File: config.mk
export PLATFORM = sky130hd
export DESIGN_NAME = lpif_asym2_tx_pair_sched_flat
export DESIGN_NICKNAME = d
export VERILOG_FILES = /design/src/rtl/lpif_asym2_tx_pair_sched_pkg.sv /design/src/rtl/lpif_asym2_tx_pair_sched_if.sv /design/src/rtl/lpif_asym2_tx_pair_sched_timer.sv /design/src/rtl/lpif_asym2_tx_pair_sched.sv /design/src/flat_wrapper.sv
export SDC_FILE = /design/constraint.sdc
export NUM_CORES = 2
export LEC_CHECK = 0
export ABC_AREA = 1
export CAP_MARGIN = 10
export CORE_AREA = 10 10 328 330
export CTS_CLUSTER_SIZE = 25
export DETAILED_ROUTE_END_ITERATION = 8
export DIE_AREA = 0 0 338 340
export MAX_ROUTING_LAYER = met4
export PLACE_DENSITY_LB_ADDON = 0.1
export SYNTH_ARGS = -nofsm -noshare
export SYNTH_HDL_FRONTEND = slang
export SYNTH_HIERARCHICAL = 1
export SYNTH_SLANG_ARGS = --single-unit
File: constraint.sdc
create_clock -name clk_wr -period 1.6 [get_ports clk_wr]
set_input_delay 0.48 -clock clk_wr [delete_from_list [all_inputs] [get_ports clk_wr]]
set_output_delay 0.48 -clock clk_wr [all_outputs]
set_load 0.1 [all_outputs]
File: src/rtl/lpif_asym2_tx_pair_sched_pkg.sv
// Shared beat layout, scheduler state encoding and the idle-pad helper for the asym2 TX pair scheduler.
package lpif_asym2_pkg;

  localparam int BEAT_W     = 281;
  localparam int ST_OFS     = 0;
  localparam int ST_W       = 4;
  localparam int PROTID_OFS = 4;
  localparam int PROTID_W   = 2;
  localparam int DATA_OFS   = 6;
  localparam int DATA_W     = 256;
  localparam int DVALID_OFS = 262;
  localparam int CRC_OFS    = 263;
  localparam int CRC_W      = 16;
  localparam int CRCV_OFS   = 279;
  localparam int VALID_OFS  = 280;

  typedef logic [BEAT_W-1:0] beat_t;

  typedef enum logic {
    S_EMPTY = 1'b0,
    S_HALF  = 1'b1
  } sched_state_e;

  // Idle lane1 keeps the link state and protocol id of lane0; valid/dvalid/crc_valid stay 0.
  function automatic beat_t mk_pad_beat(input beat_t held);
    beat_t pad;
    pad = '0;
    pad[ST_OFS +: ST_W]         = held[ST_OFS +: ST_W];
    pad[PROTID_OFS +: PROTID_W] = held[PROTID_OFS +: PROTID_W];
    return pad;
  endfunction

endpackage

File: src/rtl/lpif_asym2_tx_pair_sched_if.sv
// Beat input, paired txfifo output and status signals of the asym2 TX pair scheduler.
interface lpif_asym2_tx_pair_sched_if
  import lpif_asym2_pkg::*;
#(
  parameter int CNT_W = 16
);
  beat_t                 beat_data;
  logic                  beat_vld;
  logic                  beat_rdy;
  logic                  flush;
  logic [2*BEAT_W-1:0]   txfifo_upstream_data;
  logic                  txfifo_vld;
  logic                  txfifo_rdy;
  logic [CNT_W-1:0]      pad_cnt;
  logic                  busy;

  modport master (
    output beat_data, beat_vld, flush, txfifo_rdy,
    input  beat_rdy, txfifo_upstream_data, txfifo_vld, pad_cnt, busy
  );

  modport slave (
    input  beat_data, beat_vld, flush, txfifo_rdy,
    output beat_rdy, txfifo_upstream_data, txfifo_vld, pad_cnt, busy
  );
endinterface

File: src/rtl/lpif_asym2_tx_pair_sched_timer.sv
// Idle counter for the lone-beat timeout; terminal count is held until cleared.
module lpif_asym2_idle_timer #(
  parameter int TIMEOUT = 64
) (
  input  logic clk_wr,
  input  logic rst_wr,
  input  logic i_en,
  input  logic i_clr,
  output logic o_tc
);
  localparam int TW = $clog2(TIMEOUT) + 1;

  logic [TW-1:0] r_cnt;

  assign o_tc = (r_cnt == TW'(TIMEOUT - 1));

  // Parking at terminal count keeps the internal flush raised while the output is stalled.
  always_ff @(posedge clk_wr) begin
    if (rst_wr || i_clr) begin
      r_cnt <= '0;
    end else if (i_en && !o_tc) begin
      r_cnt <= r_cnt + 1'b1;
    end
  end
endmodule

File: src/rtl/lpif_asym2_tx_pair_sched.sv
// Pairs full-rate LPIF beats into one 2-lane txfifo word; lone beats are padded on flush.
// Optional idle-timeout auto-pad is enabled with macro LPIF_ASYM2_PAD_TIMEOUT_EN.
module lpif_asym2_tx_pair_sched
  import lpif_asym2_pkg::*;
#(
  parameter int TIMEOUT = 64,
  parameter int CNT_W   = 16
) (
  input  logic                        clk_wr,
  input  logic                        rst_wr,
  lpif_asym2_tx_pair_sched_if.slave   bus
);
  sched_state_e          r_state;
  sched_state_e          w_state_next;
  beat_t                 r_hold;
  logic [2*BEAT_W-1:0]   r_out;
  logic                  r_vld;
  logic [CNT_W-1:0]      r_pad_cnt;

  logic w_slot_free;
  logic w_beat_rdy;
  logic w_beat_acc;
  logic w_take_pair;
  logic w_take_pad;
  logic w_timer_flush;
  logic w_flush;

  assign w_slot_free = !r_vld || bus.txfifo_rdy;
  assign w_beat_acc  = bus.beat_vld && w_beat_rdy;
  assign w_flush     = bus.flush || w_timer_flush;

`ifdef LPIF_ASYM2_PAD_TIMEOUT_EN
  lpif_asym2_idle_timer #(
    .TIMEOUT (TIMEOUT)
  ) u_idle_timer (
    .clk_wr (clk_wr),
    .rst_wr (rst_wr),
    .i_en   ((r_state == S_HALF) && !w_beat_acc),
    .i_clr  (w_state_next != r_state),
    .o_tc   (w_timer_flush)
  );
`else
  // No timer in this build: the flush port is the only pad source.
  assign w_timer_flush = (TIMEOUT < 0);
`endif

  always_ff @(posedge clk_wr) begin
    if (rst_wr) begin
      r_state <= S_EMPTY;
    end else begin
      r_state <= w_state_next;
    end
  end

  always_comb begin
    w_state_next = r_state;
    w_beat_rdy   = 1'b1;
    w_take_pair  = 1'b0;
    w_take_pad   = 1'b0;
    case (r_state)
      S_EMPTY: begin
        if (bus.beat_vld) begin
          w_state_next = S_HALF;
        end
      end
      S_HALF: begin
        w_beat_rdy = w_slot_free;
        if (bus.beat_vld && w_slot_free) begin
          w_take_pair  = 1'b1;
          w_state_next = S_EMPTY;
        end else if (w_flush && w_slot_free) begin
          w_take_pad   = 1'b1;
          w_state_next = S_EMPTY;
        end
      end
      default: w_state_next = S_EMPTY;
    endcase
  end

  always_ff @(posedge clk_wr) begin
    if (rst_wr) begin
      r_hold    <= '0;
      r_out     <= '0;
      r_vld     <= 1'b0;
      r_pad_cnt <= '0;
    end else begin
      if (r_state == S_EMPTY && bus.beat_vld) begin
        r_hold <= bus.beat_data;
      end
      if (w_take_pair) begin
        r_out <= {bus.beat_data, r_hold};
        r_vld <= 1'b1;
      end else if (w_take_pad) begin
        r_out <= {mk_pad_beat(r_hold), r_hold};
        r_vld <= 1'b1;
        if (r_pad_cnt != {CNT_W{1'b1}}) begin
          r_pad_cnt <= r_pad_cnt + 1'b1;
        end
      end else if (bus.txfifo_rdy) begin
        r_vld <= 1'b0;
      end
    end
  end

  assign bus.beat_rdy             = w_beat_rdy;
  assign bus.txfifo_upstream_data = r_out;
  assign bus.txfifo_vld           = r_vld;
  assign bus.pad_cnt              = r_pad_cnt;
  assign bus.busy                 = (r_state == S_HALF) || r_vld;
endmodule
File: src/flat_wrapper.sv
// flat-port wrapper written by rule: the top's interface ports become plain ports
module lpif_asym2_tx_pair_sched_flat import lpif_asym2_pkg::*;
#(
  parameter int TIMEOUT = 64,
  parameter int CNT_W   = 16
)
  (clk_wr, rst_wr, bus_beat_data, bus_beat_vld, bus_flush, bus_txfifo_rdy, bus_beat_rdy, bus_txfifo_upstream_data, bus_txfifo_vld, bus_pad_cnt, bus_busy);
  lpif_asym2_tx_pair_sched_if #(.CNT_W(CNT_W)) bus_i ();
  input  logic clk_wr;
  input  logic rst_wr;
  input wire logic [$bits(bus_i.beat_data)-1:0] bus_beat_data;
  input wire logic [$bits(bus_i.beat_vld)-1:0] bus_beat_vld;
  input wire logic [$bits(bus_i.flush)-1:0] bus_flush;
  input wire logic [$bits(bus_i.txfifo_rdy)-1:0] bus_txfifo_rdy;
  output wire logic [$bits(bus_i.beat_rdy)-1:0] bus_beat_rdy;
  output wire logic [$bits(bus_i.txfifo_upstream_data)-1:0] bus_txfifo_upstream_data;
  output wire logic [$bits(bus_i.txfifo_vld)-1:0] bus_txfifo_vld;
  output wire logic [$bits(bus_i.pad_cnt)-1:0] bus_pad_cnt;
  output wire logic [$bits(bus_i.busy)-1:0] bus_busy;
  assign bus_i.beat_data = bus_beat_data;
  assign bus_i.beat_vld = bus_beat_vld;
  assign bus_i.flush = bus_flush;
  assign bus_i.txfifo_rdy = bus_txfifo_rdy;
  assign bus_beat_rdy = bus_i.beat_rdy;
  assign bus_txfifo_upstream_data = bus_i.txfifo_upstream_data;
  assign bus_txfifo_vld = bus_i.txfifo_vld;
  assign bus_pad_cnt = bus_i.pad_cnt;
  assign bus_busy = bus_i.busy;
  lpif_asym2_tx_pair_sched #(.TIMEOUT(TIMEOUT), .CNT_W(CNT_W)) u_core (.clk_wr(clk_wr), .rst_wr(rst_wr), .bus(bus_i));
endmodule
==> results_dict.tcl <==
set metrics [dict create \
    outcome "complete, but fails checks" \
    violations "setup timing" \
    cts_tree "built" \
    synth_top_area_frac 0.569 \
    mostFrequentLayoutCells "643 x buf_12, 597 x nand2_1, 593 x nor2_1" \
    arrival_ns 1.51 \
    cp_max_fo 3 \
    crit_chain "buf_6 -> or2_4 -> buf_12" \
    setup_viol 581 \
    max_freq_mhz 501 \
    cp_slowest_cell "dfxtp_4" \
    portBuffers 866 \
    cts_buffers 98 \
    worst_pin_slew_ns 0.759 \
    hp-start "rst_wr" \
    dp.cells 5934 \
    path_class "reg -> out" \
    drv_slew 0 \
    p_per_area_nw_per_um2 1150 \
    r2r_start "u_core/r_state" \
    crit_family "flip-flops" \
    finish.utilization 0.520 \
    final_common_cell "buf_12" \
    reg2regPathDepth 8 \
    clk_latency_ns 0.66 \
    drc 0 \
    cts_buffer_depth 3 \
    yosys_warnings 6 \
    async_flop_share 0 \
    wl_per_cell_um 20.0 \
    clkPwrFrac 0.372 \
    hold_class "in -> reg" \
    fin_cells 6269 \
    initialDrtViolationCount 1551 \
    grt_overflow 0 \
    crit_required_ns 1.12 \
    finalCritPeriodShare 1.25 \
    p_leak_nw 20.6 \
    fp.dieH_um 340 \
    initial_utilization 0.300 \
    slowest_delay_ns 0.34 \
    syn-cell-area_um2 30300 \
    via_per_inst 4.48 \
    max_cap_violations 0 \
    clk_pin_slew_ns 0.06 \
    p_int_w 0.0413 \
    final_hold_viol_count 0 \
    synth_flop_cell "dfxtp_1" \
    final_layout_size_suffix_gt1_frac 0.338 \
    cts_root_buffer "clkbuf_16" \
    crit_start "u_core/r_state" \
    r2r_slack_ns 0.04 \
    first_global_vias 26939 \
    nets 5103 \
    core_um2 101000 \
    timing.final.ws_setup_ns -0.394 \
    hpwl_um 91800 \
    yosys.area.top_type "dfxtp_1" \
    vias 28096 \
    synth.area.top_cells "dfxtp_1 57%, o21ai_0 9.4%, a21oi_1 9.4%, nand2_1 7.4%, nor2_1 7.4%" \
    p_switching_w 0.0192 \
    synth_edf_count 0 \
    antenna_found_initial 10 \
    grt_max_degree 81 \
    ys_seq_area_frac 0.569 \
    numClockSinks 861 \
    grt_pass1_wl_um 178000 \
    h-tree-depth 3 \
    ys_ff_latch 861 \
    switching_share 0.317 \
    syn_avg_cell_area_um2 7.93 \
    grt_setup_unrepaired "yes" \
    rows 117 \
    syn_inst 3820 \
    routed_wl_um 125000 \
    ios 867 \
    crit_path_start_kind "flop" \
    min_to "u_core/bus.txfifo_upstream_data[8]" \
    drtAntennaViolNets 0 \
    max_slew_margin 0.494 \
    peakVddDrop_uv 752 \
    fill_cells 9338 \
    syn2layout_area_growth_pct 73.5 \
    grt_usage 0.210 \
    p_comb_frac 0.231 \
    r2r-end "u_core/bus.txfifo_upstream_data[24]" \
    die-area_um2 115000 \
    holdPathStages 4 \
    pwr-share-seq 0.396 \
    syn_nets 4107 \
    synth.distinct_cells 27 \
    min_period_ns 1.99 \
    dieWidth_um 338 \
    gp_congestion 0.830 \
    crit_buf_inv 2 \
    fin_skew_ns 0.0237 \
    end_kind "output pin" \
    first_pass_iters 5 \
]
[per-layer routing]
metal	GRT usage	wire [um]
met5	-	0
met4	0.0650	3500
met3	0.0714	10100
met2	0.360	63500
met1	0.226	48100
[cells by family after synthesis]
group,Yosys count,synth area share
and+or+nand+nor,1218,0.152
AOI/OAI and AO/OA,1150,0.191
DFF,861,0.569
buffers and inverters,582,0.0855
xor gates and xnor gates,8,0.00231
adders and majority gates,1,0.000413
[power by group through the flow]
stage               Combinational [W]  Clock, W  Sequential, W
floorplan                     0.00251         0         0.0293
global placement               0.0137         0         0.0243
detailed placement             0.0137         0         0.0243
CTS                            0.0138    0.0231         0.0240
global route                   0.0146    0.0240         0.0241
finish                         0.0140    0.0225         0.0240
[registers in the layout, summed over array words and instances (netlist names)]
name,cells
u_core/bus.txfifo_upstream_data,562
u_core/bus.txfifo_vld,1
u_core/bus.pad_cnt,16
u_core/r_hold,281
u_core/r_state,1
[worst reg2reg max path, cell delays in order, from the launching register on]
cell and delay (ns):
dfxtp_4 0.34, buf_4 0.15, o211ai_4 0.09, buf_12 0.15, buf_4 0.15, clkbuf_16 0.16
buf_4 0.15, o21ai_0 0.19, a21oi_1 0.07
[synthesized netlist by cell type, types with 2 or more instances]
master and count:
nor2_2 2, dfxtp_1 861, nor2_1 597, nand4_1 5
buf_2 154, nand3b_1 2, inv_2 4, xnor2_1 4
nand3_1 8, buf_6 27, o21ai_0 572, clkbuf_1 97
inv_1 295, a31oi_1 3, xor2_1 4, a21oi_1 571
o21ai_1 2, nand2_1 601, buf_4 3
[how the worst max path moves through the flow]
stage | endpoint | slack, ns | depth (start not counted)
6_report | bus_busy | -0.39 | 3
3_3_place_gp | u_core/bus.txfifo_upstream_data[10] | -0.69 | 5
5_1_grt | bus_busy | -0.46 | 3
3_5_place_dp | u_core/bus.txfifo_upstream_data[10] | -0.72 | 5
2_1_floorplan | u_core/bus.pad_cnt[11] | 0.004 | 9
4_1_cts | bus_busy | -0.46 | 3
[cell type report]
cell class,instances,area [um^2],area share
Tap cell,1368,1710,0.0325
Clock buffer,143,2940,0.0558
Sequential cell,861,18100,0.344
Inverter,300,1150,0.0218
Clock inverter,32,283,0.00538
Antenna cell,10,25.0,0.000476
Timing Repair Buffer,1178,17800,0.339
Multi-Input combinational cell,2377,10600,0.201
[metrics by stage]
stage	power [W]	setup TNS (ns)	hold WS, ns	setup WS (ns)	cell area, um^2
floorplan	0.0318	0	0.461	0.00353	30400
global placement	0.0380	-484.01	0.467	-0.687	47200
detailed placement	0.0380	-496.56	0.471	-0.720	47200
global route	0.0628	-75.57	0.187	-0.456	52600
finish	0.0605	-38.19	0.162	-0.394	52600
CTS	0.0609	-73.62	0.124	-0.458	51600
[what timing repair did]
item                       in CTS  in global routing
pin swaps                       1                 12
setup endpoints to repair     605                909
gates resized for setup       596                 42
hold buffers                    0                  0
buffers inserted               50                 99
cloned                          0                  5
Note: power is estimated with default switching activity, not from simulation.
